File: src/rtl/div_seq.sv
// ============================================================================
// Module   : div_seq
// Purpose  : multi-cycle radix-2 restoring divider for MIPS DIV/DIVU (HI/LO)
// Revision : 1.0 - initial release
// ============================================================================
`default_nettype none

module div_seq #(
  parameter int WIDTH = 32
) (
  input  logic                 clk,
  input  logic                 rst,
  input  logic                 start_i,
  input  logic                 signed_i,
  input  logic                 annul_i,
  input  logic [WIDTH-1:0]     opdata1_i,
  input  logic [WIDTH-1:0]     opdata2_i,
  output logic [2*WIDTH-1:0]   result_o,
  output logic                 ready_o,
  output logic                 busy_o,
  output logic                 div_by_zero_o
);

  localparam int CNT_W = $clog2(WIDTH) + 1;

  typedef enum logic [1:0] {
    S_IDLE = 2'd0,
    S_RUN  = 2'd1,
    S_DONE = 2'd2
  } state_t;

  state_t                state_q, state_d;
  logic [CNT_W-1:0]      cnt_q, cnt_d;
  logic [WIDTH-1:0]      rem_q, rem_d;
  logic [WIDTH-1:0]      quo_q, quo_d;
  logic [WIDTH-1:0]      dvs_q, dvs_d;
  logic                  negq_q, negq_d;
  logic                  negr_q, negr_d;
  logic [2*WIDTH-1:0]    result_q, result_d;
  logic                  ready_q, ready_d;
  logic                  dbz_q, dbz_d;

  logic [WIDTH-1:0]      w_abs1, w_abs2;
  logic                  w_sign1, w_sign2;
  logic [WIDTH:0]        w_rem_sh;
  logic [WIDTH:0]        w_diff;
  logic [WIDTH-1:0]      w_step_rem, w_step_quo;
  logic                  w_div_zero;
  logic                  w_last_step;

  // Magnitudes; -2^(W-1) negates to itself and is then read as unsigned.
  assign w_sign1    = signed_i & opdata1_i[WIDTH-1];
  assign w_sign2    = signed_i & opdata2_i[WIDTH-1];
  assign w_abs1     = w_sign1 ? -opdata1_i : opdata1_i;
  assign w_abs2     = w_sign2 ? -opdata2_i : opdata2_i;
  assign w_div_zero = (opdata2_i == '0);

  // Partial remainder is always < divisor, so the shifted value fits W+1 bits.
  assign w_rem_sh   = {rem_q, quo_q[WIDTH-1]};
  assign w_diff     = w_rem_sh - {1'b0, dvs_q};
  assign w_step_rem = w_diff[WIDTH] ? w_rem_sh[WIDTH-1:0] : w_diff[WIDTH-1:0];
  assign w_step_quo = {quo_q[WIDTH-2:0], ~w_diff[WIDTH]};
  assign w_last_step = (cnt_q == CNT_W'(WIDTH - 1));

  always_comb begin
    state_d  = state_q;
    cnt_d    = cnt_q;
    rem_d    = rem_q;
    quo_d    = quo_q;
    dvs_d    = dvs_q;
    negq_d   = negq_q;
    negr_d   = negr_q;
    result_d = result_q;
    ready_d  = ready_q;
    dbz_d    = dbz_q;

    case (state_q)
      S_IDLE: begin
        if (start_i && !annul_i) begin
          if (w_div_zero) begin
            result_d = '0;
            dbz_d    = 1'b1;
            ready_d  = 1'b1;
            state_d  = S_DONE;
          end else begin
            rem_d   = '0;
            quo_d   = w_abs1;
            dvs_d   = w_abs2;
            negq_d  = w_sign1 ^ w_sign2;
            negr_d  = w_sign1;
            cnt_d   = '0;
            state_d = S_RUN;
          end
        end
      end

      S_RUN: begin
        if (annul_i) begin
          state_d = S_IDLE;
        end else begin
          rem_d = w_step_rem;
          quo_d = w_step_quo;
          cnt_d = cnt_q + 1'b1;
          if (w_last_step) begin
            result_d = {(negr_q ? -w_step_rem : w_step_rem),
                        (negq_q ? -w_step_quo : w_step_quo)};
            ready_d  = 1'b1;
            dbz_d    = 1'b0;
            state_d  = S_DONE;
          end
        end
      end

      S_DONE: begin
        if (!start_i || annul_i) begin
          ready_d = 1'b0;
          dbz_d   = 1'b0;
          state_d = S_IDLE;
        end
      end

      default: begin
        state_d = S_IDLE;
      end
    endcase
  end

  always_ff @(posedge clk or posedge rst) begin
    if (rst) begin
      state_q  <= S_IDLE;
      cnt_q    <= '0;
      rem_q    <= '0;
      quo_q    <= '0;
      dvs_q    <= '0;
      negq_q   <= 1'b0;
      negr_q   <= 1'b0;
      result_q <= '0;
      ready_q  <= 1'b0;
      dbz_q    <= 1'b0;
    end else begin
      state_q  <= state_d;
      cnt_q    <= cnt_d;
      rem_q    <= rem_d;
      quo_q    <= quo_d;
      dvs_q    <= dvs_d;
      negq_q   <= negq_d;
      negr_q   <= negr_d;
      result_q <= result_d;
      ready_q  <= ready_d;
      dbz_q    <= dbz_d;
    end
  end

  // Stall is dropped in DONE so the pipeline advances on the ready cycle.
  assign busy_o = ((state_q == S_RUN) && !annul_i) ||
                  ((state_q == S_IDLE) && start_i && !annul_i && !w_div_zero);

  assign result_o      = result_q;
  assign ready_o       = ready_q;
  assign div_by_zero_o = dbz_q;

endmodule

`default_nettype wire

File: config.mk
export PLATFORM = sky130hd
export DESIGN_NAME = div_seq
export DESIGN_NICKNAME = d
export VERILOG_FILES = /design/src/rtl/div_seq.sv
export SDC_FILE = /design/constraint.sdc
export NUM_CORES = 1
export LEC_CHECK = 0
export CORE_MARGIN = 10
export CORE_UTILIZATION = 53
export CTS_CLUSTER_DIAMETER = 60
export CTS_CLUSTER_SIZE = 24
export DETAILED_ROUTE_END_ITERATION = 8
export GPL_ROUTABILITY_DRIVEN = 1
export PLACE_DENSITY = 0.85
export SLEW_MARGIN = 20
export SYNTH_ARGS = -nofsm -noshare
export SYNTH_HDL_FRONTEND = slang
export SYNTH_SLANG_ARGS = --single-unit
File: constraint.sdc
create_clock -name clk -period 6.22 [get_ports clk]
set_input_delay 1.244 -clock clk [delete_from_list [all_inputs] [get_ports clk]]
set_output_delay 1.244 -clock clk [all_outputs]
set_load 0.05 [all_outputs]
* After elaboration in Yosys (flattened, before gate mapping)
Index checks and enable logic that the tools add are counted. Widths: inputs -> output; s select.
Operators by class: add/subtract/negate cells 6, multiply operators 0, divide/modulo/power cells 0, order comparisons 0, equal/unequal tests 10, shift operators 0, mux-type cells 37, bitwise operators 5, reductions and logical operators 19
Operators with widths (count):
- $mux 32 | 11
- $mux 64 | 4
- $neg 32->32 | 4
- $pmux 32 s2 | 2
- $pmux 64 s2 | 1
- $sub 33x32->33 | 1
- $logic_not 32->1 | 1
- $mux 6 | 3
- $ne 2x2->1 const B | 6
- $pmux 6 s2 | 1
- $mux 2 | 5
- $mux 1 | 7
- $add 6x1->6 const B | 1
- $eq 6x5->1 const B | 1
- $pmux 1 s3 | 2
- $pmux 2 s3 | 1
- $reduce_and 3->1 | 2
- $reduce_and 6->1 | 1
- $logic_and 1x1->1 | 5
- $reduce_and 5->1 | 1
- $reduce_and 4->1 | 1
- $logic_not 1->1 | 3
- $ne 3x3->1 const B | 1
- $reduce_bool 3->1 | 1
- other kinds (8) | 11
Word-level totals: bits in registers 172, latch bits 0, RAM bits 0, bits in read-only memories 0, output and inout port bits 67, memories 0

* Depth between registers and ports, before layout
depth in word-level cells 7, gate-level depth with buffers 22

* Worst setup path after synthesis
No wires, ideal clock.
kind reg2reg, from register quo_q[31], to register result_q[28] (netlist: result_o[28]), setup time 0.135 ns, arrival 5.013 ns, path slack 1.072 ns, stages on the path, launching flop included 23, buffers on the path 2, cell sequence dfrtp_1 > inv_1 > ha_1 > inv_1 > fa_1 > a211oi_2 > nor3_1 > o211ai_1 > a21oi_2 > nor3_2 > nor2_1 > inv_1 > buf_2 > buf_1 > ha_1 > nand4_1 > nand2b_1 > or4_1 > or2_2 > or4_1 > o31ai_1 > xor2_1 > o31ai_1
On the way: word-level cells in the longest chain between the ends 7
Ends and longest elaborated chain:
- from (decl) | line 35 | logic [WIDTH-1:0] quo_q, quo_d;
- from (signal assigned) | line 144 | quo_q <= quo_d;
- $sub 33x32->33 | line 60 | assign w_diff = w_rem_sh - {1'b0, dvs_q};
- $not 1->1 | line 62 | assign w_step_quo = {quo_q[WIDTH-2:0], ~w_diff[WIDTH]};
- $neg 32->32 | line 106 | (negq_q ? -w_step_quo : w_step_quo)};
- $mux 32 | line 106
- $mux 64 | line 104 | if (w_last_step) begin
- $mux 64 | line 98 | if (annul_i) begin
- $pmux 64 s2 | line 77 | case (state_q)
- to (signal assigned) | line 148 | result_q <= result_d;
- to (decl) | line 39 | logic [2*WIDTH-1:0] result_q, result_d;
Every way passes these cells. The select of a mux whose other input is x is not followed. A chain may end at the register's enable or synchronous reset.

* Final worst setup path
from register quo_q[31], to register result_q[62] (netlist: result_o[62])
On the way: word-level cells in the longest chain between the ends 7
Ends and longest elaborated chain:
- $sub 33x32->33 | line 60
- $mux 32 (*) | line 61 | assign w_step_rem = w_diff[WIDTH] ? w_rem_sh[WIDTH-1:0] : w_diff[WIDTH-1:0];
- $neg 32->32 | line 105 | result_d = {(negr_q ? -w_step_rem : w_step_rem),
- $mux 32 (*) | line 105
- $mux 64 (*) | line 104
- $mux 64 (*) | line 98
- $pmux 64 s2 (*) | line 77
Every way passes the cells marked *; elsewhere a longest branch is shown, timed or not. The select of a mux whose other input is x is not followed.

==> reports/results.ini <==
[timing]
fin_crit_sh = 0.9300
timing.final.ws_setup_ps = 435.1
slew_violations = 0
achievable-frequency_mhz = 172.9
finalWorstPathRequiredPeriod_ps = 5785
rsz0062_at_grt = no
clock-skew-final_ps = 9.534
hold_ws_ps = 482.0
worstMarginPinSlew_ps = 1046
timing_hold_violations_final = 0
setup_viol = 0
final.setup.tns_ps = 0
maxSlewHeadroom = 0.2928

[clock_network]
post_cts.resized_instances = 0
post_cts.repair.setup_buffers = 0
cts_htree_levels = 4
root_buffer = sky130_fd_sc_hd__clkbuf_16
hold_buffers = 0
numClockSinks = 172
cts-root-to-sink-buffers = 2
path_clk_slew_ps = 80
cts-buffers-inserted = 17
worst_skew_pair.late_latency_ps = 440
tritoncts = yes

[synth]
synth_edf_count = 0
yosys.area.top_type = sky130_fd_sc_hd__dfrtp_1
synthDistinctLibCells = 82
ys_seq_elements = 172
number_of_standard_cells_after_synthesis = 1602
yosys-top-cells-area = sky130_fd_sc_hd__dfrtp_1 34%, sky130_fd_sc_hd__nand2_1 6.9%, sky130_fd_sc_hd__o21ai_0 6.0%
synth_warnings = 0
synth_area_per_cell_um2 = 7.966
post_synth_instance_area_um2 = 12760
postSynth.topFlopCell = sky130_fd_sc_hd__dfrtp_1
syn-num-nets = 1713
share_of_the_synthesized_area_in_the_top_cell_type = 0.3373
postSynth.asyncResetShare = 1.000
synth_sequential_area_ratio = 0.3373

[grt]
grt.met2_usage = 0.4028
pin_count_of_the_biggest_net_entering_global_routing = 98
groute.usage.overall = 0.2629
first_global_vias = 12030
antenna_found_initial = 0
grt.overflow.total = 0
busiest_layer = met2
gr_util_met1 = 0.3660
met3_usage = 0.04699
grt_first_pass_wirelength_um = 65550

[power]
power.density_cell_area_nw_per_um2 = 610.0
seq_power_share = 0.227
pwr-share-comb = 0.650
power.ir.vdd_worst_uv = 435.5
power_report.internal_total_uw = 4107
power.static_leakage_uw = 0.006065
swShare = 0.5468
pwr-share-clk = 0.123
power_switching_uw = 4954

[floorplan]
fp.dieH_um = 175.2
starting_utilization_of_the_core_area = 0.5405
number_of_rows_in_the_core_area = 56
fp.dieW_um = 175.2
core_area_um2 = 23610
area_enclosed_by_the_die_boundary_um2 = 30690
ios = 136

[place]
port_buffers = 135
placement.cell_area_um2 = 14240
globalplace.congestion = 0.9995
dp_worst_setup_slack_ps = 628.3
dp_hpwl_um = 31050

[hold_path]
timing.hold.worst.class = register to register

[finish]
multiInputGateArea_um2 = 7828
syn2layout_area_growth_pct = 16.39
fraction_of_final_layout_cells_sized_beyond_drive_strength_1 = 0.05638
antenna-diode-count = 0
register_area_um2 = 4304
layout.nets = 1783
layout_commonest_cell = sky130_fd_sc_hd__nand2_1
mostFrequentLayoutCells = 235 x sky130_fd_sc_hd__nand2_1, 172 x sky130_fd_sc_hd__dfrtp_1, 153 x sky130_fd_sc_hd__o21ai_0
final.fill_count = 2061
post_route_standard_cell_area_excluding_fillers_um2 = 14850

[drt]
detail_route.wirelength_um = 41270
route.vias.total = 12580
wl_per_cell_um = 20.60
drc = 0
ant_nets = 0
drt_first_pass_iters = 6
vias_per_cell = 6.278
initial_drc_count = 1416

[worst_setup_path]
path_cells = inv_1, ha_1, inv_1, fa_1, a211oi_2, nor3_1, o211ai_1, a21oi_2, o21a_1, nor2_4, inv_1, a21oi_1, ha_1, inv_1, or4b_1, nor3_1, a31oi_1, nor4_1, mux2_2, nand2_1
critical_path.max_fanout = 12
required_time_of_the_critical_path_ps = 6600
reg2reg_from = quo_q[31]$_DFFE_PP0P_
end_kind = register
crit_slowest_cell = sky130_fd_sc_hd__or4b_1
r2r_end = result_o[62]$_DFFE_PP0P_
critical_path_class = register to register
timing.critical_path.from = quo_q[31]$_DFFE_PP0P_
worstPathArrival_ps = 6170
r2r.worst_path.cells = 20
critPathMostFrequentCell = sky130_fd_sc_hd__inv_1
regToRegSetupSlack_ps = 440
cp_slowest_stage_delay_ps = 620
startpoint_class = register
cp_capture_point = result_o[62]$_DFFE_PP0P_

[job]
cap_viol_max_count = 0

[outcome]
run_status = finished, final reports clean

[critical path: cells and delay by family (launching register included)]
kind,cells,cell delay [ps]
and+or+nand+nor,6,1890
adders and majority gates,3,810
AOI/OAI and AO/OA,6,1740
DFF,1,390
buffers and inverters,4,490
muxes,1,380
[metrics by stage]
stage / power [uW] / cells / utilization
global route: 9637 / 2004 / 0.6291
finish: 9061 / 2004 / 0.6291
CTS: 8917 / 2004 / 0.6291
floorplan: 6099 / 1602 / -
global placement: 7675 / 1972 / 0.6033
detailed placement: 7778 / 1972 / 0.6033
[cells in the mapped netlist (4+ instances only)]
master / number
sky130_fd_sc_hd__nand2_1: 236
sky130_fd_sc_hd__dfrtp_1: 172
sky130_fd_sc_hd__o21ai_0: 154
sky130_fd_sc_hd__a21oi_1: 145
sky130_fd_sc_hd__nor2_1: 109
sky130_fd_sc_hd__o31ai_1: 71
sky130_fd_sc_hd__xnor2_1: 70
sky130_fd_sc_hd__clkbuf_1: 69
sky130_fd_sc_hd__inv_1: 64
sky130_fd_sc_hd__xor2_1: 60
sky130_fd_sc_hd__ha_1: 41
sky130_fd_sc_hd__nor3_1: 33
sky130_fd_sc_hd__nand3_1: 27
sky130_fd_sc_hd__or3_1: 27
sky130_fd_sc_hd__buf_2: 24
sky130_fd_sc_hd__mux2i_1: 24
sky130_fd_sc_hd__nor4_1: 23
sky130_fd_sc_hd__a211oi_1: 16
sky130_fd_sc_hd__a31oi_1: 16
sky130_fd_sc_hd__and2_1: 16
sky130_fd_sc_hd__o41ai_1: 14
sky130_fd_sc_hd__nand2b_1: 12
sky130_fd_sc_hd__nand4_1: 10
sky130_fd_sc_hd__o211ai_1: 9
sky130_fd_sc_hd__o21ai_1: 9
sky130_fd_sc_hd__a21o_1: 8
sky130_fd_sc_hd__and3_1: 8
sky130_fd_sc_hd__and4_1: 8
sky130_fd_sc_hd__or4_1: 8
sky130_fd_sc_hd__mux2_2: 7
sky130_fd_sc_hd__o21a_1: 7
sky130_fd_sc_hd__or2_2: 7
sky130_fd_sc_hd__o31a_1: 6
sky130_fd_sc_hd__buf_1: 5
sky130_fd_sc_hd__a31o_2: 4
sky130_fd_sc_hd__o21bai_1: 4
sky130_fd_sc_hd__or4_4: 4
[cell families (layout without fill, tap and decap cells)]
| logic type | after synthesis | after routing | share of synthesized area |
|---|---|---|---|
| xor gates and xnor gates | 130 | 130 | 0.08922 |
| AOI/OAI and AO/OA | 511 | 511 | 0.2492 |
| buffers and inverters | 164 | 247 | 0.05127 |
| adders and majority gates | 42 | 42 | 0.04176 |
| muxes | 31 | 31 | 0.02500 |
| DFF | 172 | 172 | 0.3373 |
| and+or+nand+nor | 552 | 552 | 0.2063 |
[sequential cells by signal (all words and copies together), names as in the netlist]
name,flops
result_o,64
dvs_q,32
quo_q,32
rem_q,32
cnt_q,6
state_q,2
div_by_zero_o,1
negq_q,1
negr_q,1
ready_o,1
[layout make-up]
| cell class | instances | area share |
|---|---|---|
| Sequential cell | 172 | 0.2898 |
| Clock buffer | 18 | 0.02957 |
| Inverter | 64 | 0.01651 |
| Multi-Input combinational cell | 1266 | 0.5270 |
| Clock inverter | 14 | 0.01146 |
| Tap cell | 319 | 0.02687 |
| Timing Repair Buffer | 151 | 0.09889 |
[routing by layer]
layer	wire length [um]	up-vias
li1	-	5895
met1	18040	5998
met2	18240	609
met3	3866	80
met4	1127	0
met5	0	-
[power groups by stage]
stage	logic (uW)	clock network, uW	registers (uW)
4_1_cts	5770	1120	2030
6_report	5890	1110	2060
3_3_place_gp	5650	0	2030
5_1_grt	6370	1160	2110
3_5_place_dp	5730	0	2050
2_1_floorplan	3720	0	2380
[worst min path at each step]
| stage | slack (ps) | end | startpoint | cells past startpoint |
|---|---|---|---|---|
| final | 480 | dvs_q[27]$_DFFE_PP0P_ | dvs_q[27]$_DFFE_PP0P_ | 2 |
| after global routing | 500 | dvs_q[23]$_DFFE_PP0P_ | dvs_q[23]$_DFFE_PP0P_ | 2 |
| after CTS | 490 | dvs_q[27]$_DFFE_PP0P_ | dvs_q[27]$_DFFE_PP0P_ | 2 |
| after detailed placement | 470 | dvs_q[27]$_DFFE_PP0P_ | dvs_q[27]$_DFFE_PP0P_ | 2 |
| after global placement | 460 | result_o[44]$_DFFE_PP0P_ | result_o[44]$_DFFE_PP0P_ | 2 |
| after floorplan | 450 | dvs_q[18]$_DFFE_PP0P_ | dvs_q[18]$_DFFE_PP0P_ | 2 |
(Power assumes the default switching activity.)
